==> config.mk <==
export PLATFORM = sky130hd
export DESIGN_NAME = shared_reg_arbiter
export DESIGN_NICKNAME = d
export VERILOG_FILES = /design/src/rtl/shared_reg_arbiter_pkg.sv /design/src/rtl/shared_reg8.sv /design/src/rtl/shared_reg_arbiter.sv
export SDC_FILE = /design/constraint.sdc
export NUM_CORES = 1
export LEC_CHECK = 0
export CORE_MARGIN = 10
export CORE_UTILIZATION = 30
export CTS_CLUSTER_DIAMETER = 120
export DETAILED_ROUTE_END_ITERATION = 6
export HOLD_SLACK_MARGIN = 0.03
export PLACE_DENSITY = 0.79
export SLEW_MARGIN = 20
export SYNTH_ARGS = -nofsm -noshare
export SYNTH_HDL_FRONTEND = slang
export SYNTH_SLANG_ARGS = --single-unit
==> constraint.sdc <==
create_clock -name clk -period 3.2 [get_ports clk]
set_clock_uncertainty 0.15 [all_clocks]
set_input_delay 0.32 -clock clk [delete_from_list [all_inputs] [get_ports clk]]
set_output_delay 0.32 -clock clk [all_outputs]
set_load 0.01 [all_outputs]
==> src/rtl/shared_reg_arbiter_pkg.sv <==
// Shared types and constants for the shared-register arbiter slice.
// Consumed by shared_reg_arbiter and shared_reg8.
package shared_reg_arbiter_pkg;

  localparam int unsigned NUM_REQ = 4;
  localparam int unsigned DATA_W  = 8;
  localparam int unsigned PTR_W   = 2;
  localparam int unsigned HOLD_W  = 4;

  localparam logic [HOLD_W-1:0] HOLD_MAX = 4'd15;

  typedef enum logic {
    ST_IDLE  = 1'b0,
    ST_GRANT = 1'b1
  } state_t;

  typedef struct packed {
    logic             vld;
    logic [PTR_W-1:0] idx;
  } pick_t;

  // First set request bit at or above ptr, wrapping modulo NUM_REQ.
  function automatic pick_t rr_pick(input logic [NUM_REQ-1:0] req,
                                    input logic [PTR_W-1:0]   ptr);
    pick_t            p;
    logic [PTR_W-1:0] idx;
    p = '0;
    for (int unsigned k = 0; k < NUM_REQ; k++) begin
      idx = ptr + k[PTR_W-1:0];
      if (req[idx] && !p.vld) begin
        p.vld = 1'b1;
        p.idx = idx;
      end
    end
    return p;
  endfunction

endpackage

==> src/rtl/shared_reg8.sv <==
// Load-enabled storage register with async active-high reset.
// qb is always the bitwise complement of q.
module shared_reg8
  import shared_reg_arbiter_pkg::*;
(
  input  logic              clk,
  input  logic              rst,
  input  logic              i_load,
  input  logic [DATA_W-1:0] i_d,
  output logic [DATA_W-1:0] q,
  output logic [DATA_W-1:0] qb
);

  logic [DATA_W-1:0] r_q;

  always_ff @(posedge clk or posedge rst) begin
    if (rst) begin
      r_q <= '0;
    end else if (i_load) begin
      r_q <= i_d;
    end
  end

  assign q  = r_q;
  assign qb = ~r_q;

endmodule

==> src/rtl/shared_reg_arbiter.sv <==
// Four-requester round-robin arbiter guarding one shared 8-bit register.
// Optional forced grant revocation after a hold limit: define ARB_TIMEOUT_EN.
module shared_reg_arbiter
  import shared_reg_arbiter_pkg::*;
(
  input  logic                      clk,
  input  logic                      rst,
  input  logic [NUM_REQ-1:0]        req,
  input  logic [NUM_REQ-1:0]        wr_en,
  input  logic [NUM_REQ*DATA_W-1:0] wr_data,
  output logic [NUM_REQ-1:0]        gnt,
  output logic [DATA_W-1:0]         q,
  output logic [DATA_W-1:0]         qb,
  output logic                      timeout
);

  state_t            r_state;
  state_t            w_state_nxt;
  logic [PTR_W-1:0]  r_ptr;
  logic [PTR_W-1:0]  w_ptr_nxt;
  logic [PTR_W-1:0]  r_holder;
  logic [PTR_W-1:0]  w_holder_nxt;
  pick_t             w_pick;
  logic              w_hold_req;
  logic              w_force;
  logic              w_load;
  logic [DATA_W-1:0] w_wdata;

  assign w_pick     = rr_pick(req, r_ptr);
  assign w_hold_req = req[r_holder];

`ifdef ARB_TIMEOUT_EN
  logic [HOLD_W-1:0] r_hold_cnt;
  logic              r_timeout;

  // Counter sits at zero throughout IDLE, so it is already cleared on GRANT entry.
  always_ff @(posedge clk or posedge rst) begin
    if (rst) begin
      r_hold_cnt <= '0;
      r_timeout  <= 1'b0;
    end else begin
      r_timeout  <= w_force;
      if (r_state == ST_GRANT) begin
        r_hold_cnt <= r_hold_cnt + 1'b1;
      end else begin
        r_hold_cnt <= '0;
      end
    end
  end

  assign w_force = (r_state == ST_GRANT) && w_hold_req && (r_hold_cnt == HOLD_MAX);
  assign timeout = r_timeout;
`else
  assign w_force = 1'b0;
  assign timeout = 1'b0;
`endif

  always_ff @(posedge clk or posedge rst) begin
    if (rst) begin
      r_state  <= ST_IDLE;
      r_ptr    <= '0;
      r_holder <= '0;
    end else begin
      r_state  <= w_state_nxt;
      r_ptr    <= w_ptr_nxt;
      r_holder <= w_holder_nxt;
    end
  end

  // Release always passes through IDLE, so hand-over never happens on one edge.
  always_comb begin
    w_state_nxt  = r_state;
    w_ptr_nxt    = r_ptr;
    w_holder_nxt = r_holder;
    unique case (r_state)
      ST_IDLE: begin
        if (w_pick.vld) begin
          w_state_nxt  = ST_GRANT;
          w_holder_nxt = w_pick.idx;
        end
      end
      ST_GRANT: begin
        if (!w_hold_req || w_force) begin
          w_state_nxt = ST_IDLE;
          w_ptr_nxt   = r_holder + 1'b1;
        end
      end
      default: begin
        w_state_nxt = ST_IDLE;
      end
    endcase
  end

  always_comb begin
    gnt     = '0;
    w_load  = 1'b0;
    w_wdata = wr_data[r_holder*DATA_W +: DATA_W];
    if (r_state == ST_GRANT) begin
      gnt[r_holder] = 1'b1;
      w_load        = w_hold_req && wr_en[r_holder] && !w_force;
    end
  end

  shared_reg8 u_reg (
    .clk    (clk),
    .rst    (rst),
    .i_load (w_load),
    .i_d    (w_wdata),
    .q      (q),
    .qb     (qb)
  );

endmodule

### Word-level counts from Yosys, hierarchy flattened

Index checks and enable logic that the tools add are counted.
W data, S select, Z words.

| storage, ports and cells | value |
|---|---|
| flip-flop bits (word level) | 13 |
| bits of input ports | 42 |
| output and inout port bits | 21 |

| cells by class | value |
|---|---|
| add/sub/neg operators | 4 |
| $lt $le $gt $ge | 6 |
| shift-type cells | 1 |
| multiplexer cells | 23 |
| bitwise logic cells | 3 |
| reductions and logical operators | 10 |

Operator list:

| kind | count |
|---|---|
| $shiftx A32 B6 Y8 | 1 |
| $lt A2 B3 Y1 const B | 5 |
| $bmux W1 S2 | 6 |
| $mux W3 | 4 |
| $mux W1 | 10 |
| $not A8 Y8 | 1 |
| $logic_and A1 B1 Y1 | 5 |
| $add A2 B1 Y2 const B | 2 |
| $add A2 B2 Y2 const B | 2 |
| $mux W4 | 1 |
| $reduce_and A2 Y1 | 2 |
| $logic_not A1 Y1 | 3 |
| $demux W1 S2 | 1 |
| $ge A2 B1 Y1 const B | 1 |
| $not A1 Y1 | 2 |
| $pmux W1 S2 | 1 |

### Depth between registers and ports, before layout

| logic depth | value |
|---|---|
| depth in word-level cells | 14 |
| depth in mapped cells | 5 |
| mapped depth without buffers | 4 |

### Modules after synthesis

A second synthesis with hierarchy kept.

| second synthesis, totals | value |
|---|---|
| cell total of the unflattened synthesis | 83 |
| area total of the unflattened synthesis | 1014.7 sq um |

Modules (own cells, without submodules):

| module | instances | cells each | area each (sq um) | sequential area each (sq um) |
|---|---|---|---|---|
| shared_reg_arbiter | 1 | 57 | 649.4 | 125.1 |
| shared_reg8 | 1 | 26 | 365.4 | 200.2 |

### Least setup slack after synthesis

OpenSTA, ideal clock, no wires.

| timing | value |
|---|---|
| kind | flip-flop to flip-flop |
| start point | reg r_holder[0] |
| end point | reg u_reg.r_q[0] (netlist: u_reg.q[0]) |
| setup time | 0.125 ns |
| arrival time | 1.409 ns |
| required time | 2.925 ns |
| slack | 1.516 ns |
| cell stages (with the launch flop) | 5 |
| buffers on the path | 2 |
| clock period less this slack | 1.684 ns |
| cell sequence | dfrtp_1 > buf_6 > buf_6 > mux4_1 > mux2_2 |

| between the ends | value |
|---|---|
| cells in the longest elaborated chain, start to end | 4 |
| elaborated cells between the ends (all ways) | 7 |
| those cells by class | 1 x shift; 5 x mux; 1 x reduce/logical |

RTL lines:

| what | RTL line | text |
|---|---|---|
| from (decl) | shared_reg_arbiter.sv:21 | `logic [PTR_W-1:0] r_holder;` |
| from (signal assigned) | shared_reg_arbiter.sv:66 | `r_holder <= w_holder_nxt;` |
| parallel branches: the longest is 4 deep, another holds $shiftx A32 B6 Y8 | n/a |  |
| to (signal assigned) | shared_reg8.sv:20 | `r_q <= i_d;` |
| to (decl) | shared_reg8.sv:14 | `logic [DATA_W-1:0] r_q;` |

Parallel ways; which one is timed is not known. The select of a mux whose other input is x is not followed.
A chain may end at the register's enable or synchronous reset.

### Worst setup path in the final report

| timing | value |
|---|---|
| start point | reg r_holder[0] |
| end point | out gnt[2] |

| between the ends | value |
|---|---|
| cells in the longest elaborated chain, start to end | 5 |
| elaborated cells between the ends (all ways) | 6 |
| those cells by class | 2 x order compare; 3 x mux; 1 x reduce/logical |

RTL lines:

| what | RTL line | text |
|---|---|---|
| $lt A2 B3 Y1 (not written as such) / $ge A2 B1 Y1 (equally long branches) | shared_reg_arbiter.sv:99 | `gnt[r_holder] = 1'b1;` |
| $logic_and A1 B1 Y1 (not written as such) | shared_reg_arbiter.sv:99 |  |
| $mux W1 (not written as such) | shared_reg_arbiter.sv:99 |  |
| $demux W1 S2 * | shared_reg_arbiter.sv:99 |  |
| $mux W4 * | shared_reg_arbiter.sv:98 | `if (r_state == ST_GRANT) begin` |
| to (decl) | shared_reg_arbiter.sv:11 | `output logic [NUM_REQ-1:0] gnt,` |

Mark *: on every way between the ends. The rest lies on a longest branch, timed or not.

==> results.ini <==
[outcome]
outcome=complete, no violations

[setup_path]
cp_slowest_cell=dfrtp_1
critPathLaunch=r_holder[0]
crit_end=gnt[2]
rrSetupSlack_ns=1.10
worstSetupPathType=reg -> out
start_kind=register
path_cells=inv_1 > ha_1 > and2_1 > clkdlybuf4s50_1
cp.required_ns=2.73
endpoint_kind=output port
rr_endpoint=r_ptr[1]
r2r_cells=3
reg2reg_from=r_holder[0]
critPathMaxFanout=16
slowest_delay_ns=0.78
cp.arrival_ns=2.04

[timing]
worstMarginPinSlew_ns=0.675
finalCritPeriodShare_pct=78.6
relSlewSlack_pct=55.0
finalWorstSetupSlack_ns=0.686
maxSlewViolCount=0
finalSetupViolCount=0
fin_setup_tns_ns=0
rsz0062_at_grt=no
finalHoldViolCount=0
max_clock_freq_mhz=398
fin_crit_ns=2.51

[final_layout]
antennaDiodeCount=0
final_nets=195
nFillCells=302
final_util_pct=50.6
drive_above_1_share_pct=12.2
synthToLayoutAreaGrowth_pct=64.5
instances_no_fill=194

[synth]
synth_flop_cell=dfrtp_1
synth_nets=134
synth_edf_count=0
synth.area.top_cells=dfrtp_1 (32%), mux4_1 (15%), mux2_2 (8.8%), mux4_2 (6.6%), ha_1 (4.9%)
synth_top_cell_by_area=dfrtp_1
avgSynthCellArea_um2=11.6
yosys_warnings=0
async_reset_ff_share_pct=100
ys_ff_latch=13
synth_cells=88
yosys-top-cells-count=dfrtp_1 (13), inv_1 (13), mux2_2 (8)
synth_area_um2=1020
synth.distinct_cells=33
yosysSeqAreaShare_pct=31.9
synth.top_cell.area_share_pct=31.9

[global_route]
antenna_found_initial=0
grt_max_degree=18
grt_pass1_vias=1003
grt_first_pass_wirelength_um=5340
gr-usage-all-layers_pct=10.8
grt_overflow=0

[die]
start_util_pct=30.8
die_x_um=78.3
core_region_area_um2=3310
num_io_pins=63
fp.dieH_um=78.3
num_rows=21
dieArea_um2=6130

[drt]
drt_drc_violations_left=0
wire_per_inst_um=17.4
postRouteAntennaNets=0
vias=960
drt_iter0_drc=31
via_per_inst=4.95
totalWireLength_um=3370
first_pass_iters=4

[min_path]
hp-class=in -> async

[clocking]
postCtsResizedCells=0
clockBufferDepth=2
cts.sinks=13
clock_latency_ns=0.28
htreeDepth=1
cts_tree=built
cts_buffers=3
root_buffer=clkbuf_4
ctsHoldBuffers=0
post-cts-setup-buffers=0
cts.reportedPaths.clkPinSlew_ns=0.08

[power]
powerDensity_nw_per_um2=779
p_leak_uw=0.000709
total_power_uw=1310
ir_drop_uv=178

[placed_design]
gp_congestion=0.812
dp_cells=190
pre_cts_ws_ns=0.958
hpwl_um=2870
port_buffers=61

[job]
maxCapViolCount=0

-- layout make-up --
| cell class | instances | area (um^2) | area share (%) |
|---|---|---|---|
| Sequential cell | 13 | 325 | 19.4 |
| Clock inverter | 1 | 5.00 | 0.299 |
| Clock buffer | 3 | 22.5 | 1.34 |
| Timing Repair Buffer | 61 | 611 | 36.4 |
| Multi-Input combinational cell | 57 | 606 | 36.1 |
| Tap cell | 46 | 57.6 | 3.44 |
| Inverter | 13 | 48.8 | 2.91 |
-- cell usage in the layout (no fill, tap or decap), types with 2 or more instances in the layout --
master,synthesis,final
mux4_2,3,3
ha_1,4,4
nand2_1,4,4
and2_1,4,4
nand3b_1,2,2
dfrtp_1,13,13
mux2_2,8,8
a21oi_1,2,2
nand3_1,2,2
clkbuf_4,0,3
inv_1,13,13
nor2b_1,3,3
o21ai_0,3,3
clkdlybuf4s50_1,0,61
mux4_1,6,6
-- power by group --
part	switching (uW)	internal, uW
Combinational	284	525
Clock	54.1	46.4
Sequential	146	251
-- cell families after synthesis --
group	share of synthesized area (%)
AND/OR/NAND/NOR	11.7
multiplexers	33.4
buffers and inverters	8.60
AO/OA/AOI/OAI	9.09
flip-flops	31.9
adder cells (fa/ha/maj)	4.91
other	0.368
-- sequential cells by signal, summed over array words and instances, names as in the netlist --
register  count
r_holder      2
r_state       1
r_ptr         2
u_reg.q       8
-- metrics by stage --
| stage | instance area (um^2) | hold slack [ns] |
|---|---|---|
| after global placement | 1650 | 0.366 |
| after global routing | 1680 | 0.255 |
| after floorplan | 1020 | 0.0470 |
| after detailed placement | 1650 | 0.378 |
| final | 1680 | 0.209 |
| after CTS | 1680 | 0.216 |
-- routing by layer --
layer | routed length [um] | track usage [%]
met1 | 1470 | 12.4
met5 | 0 | 0
met2 | 1600 | 18.3
met4 | 19 | 3.76
met3 | 278 | 3.53
-- worst min path at each step --
stage / startpoint / endpoint
finish: rst / u_reg.q[0]
global route: rst / u_reg.q[2]
CTS: rst / u_reg.q[2]
detailed placement: u_reg.q[7] / u_reg.q[7]
global placement: u_reg.q[6] / u_reg.q[6]
floorplan: rst / r_holder[0]
-- worst max-delay path: cells and delay by family, from the launching register on --
| kind | cells | cell delay (ns) |
|---|---|---|
| buf+inv | 2 | 0.61 |
| fa+ha+maj | 1 | 0.23 |
| flops | 1 | 0.78 |
| simple gates | 1 | 0.15 |
Note: power is estimated with default switching activity, not from simulation.
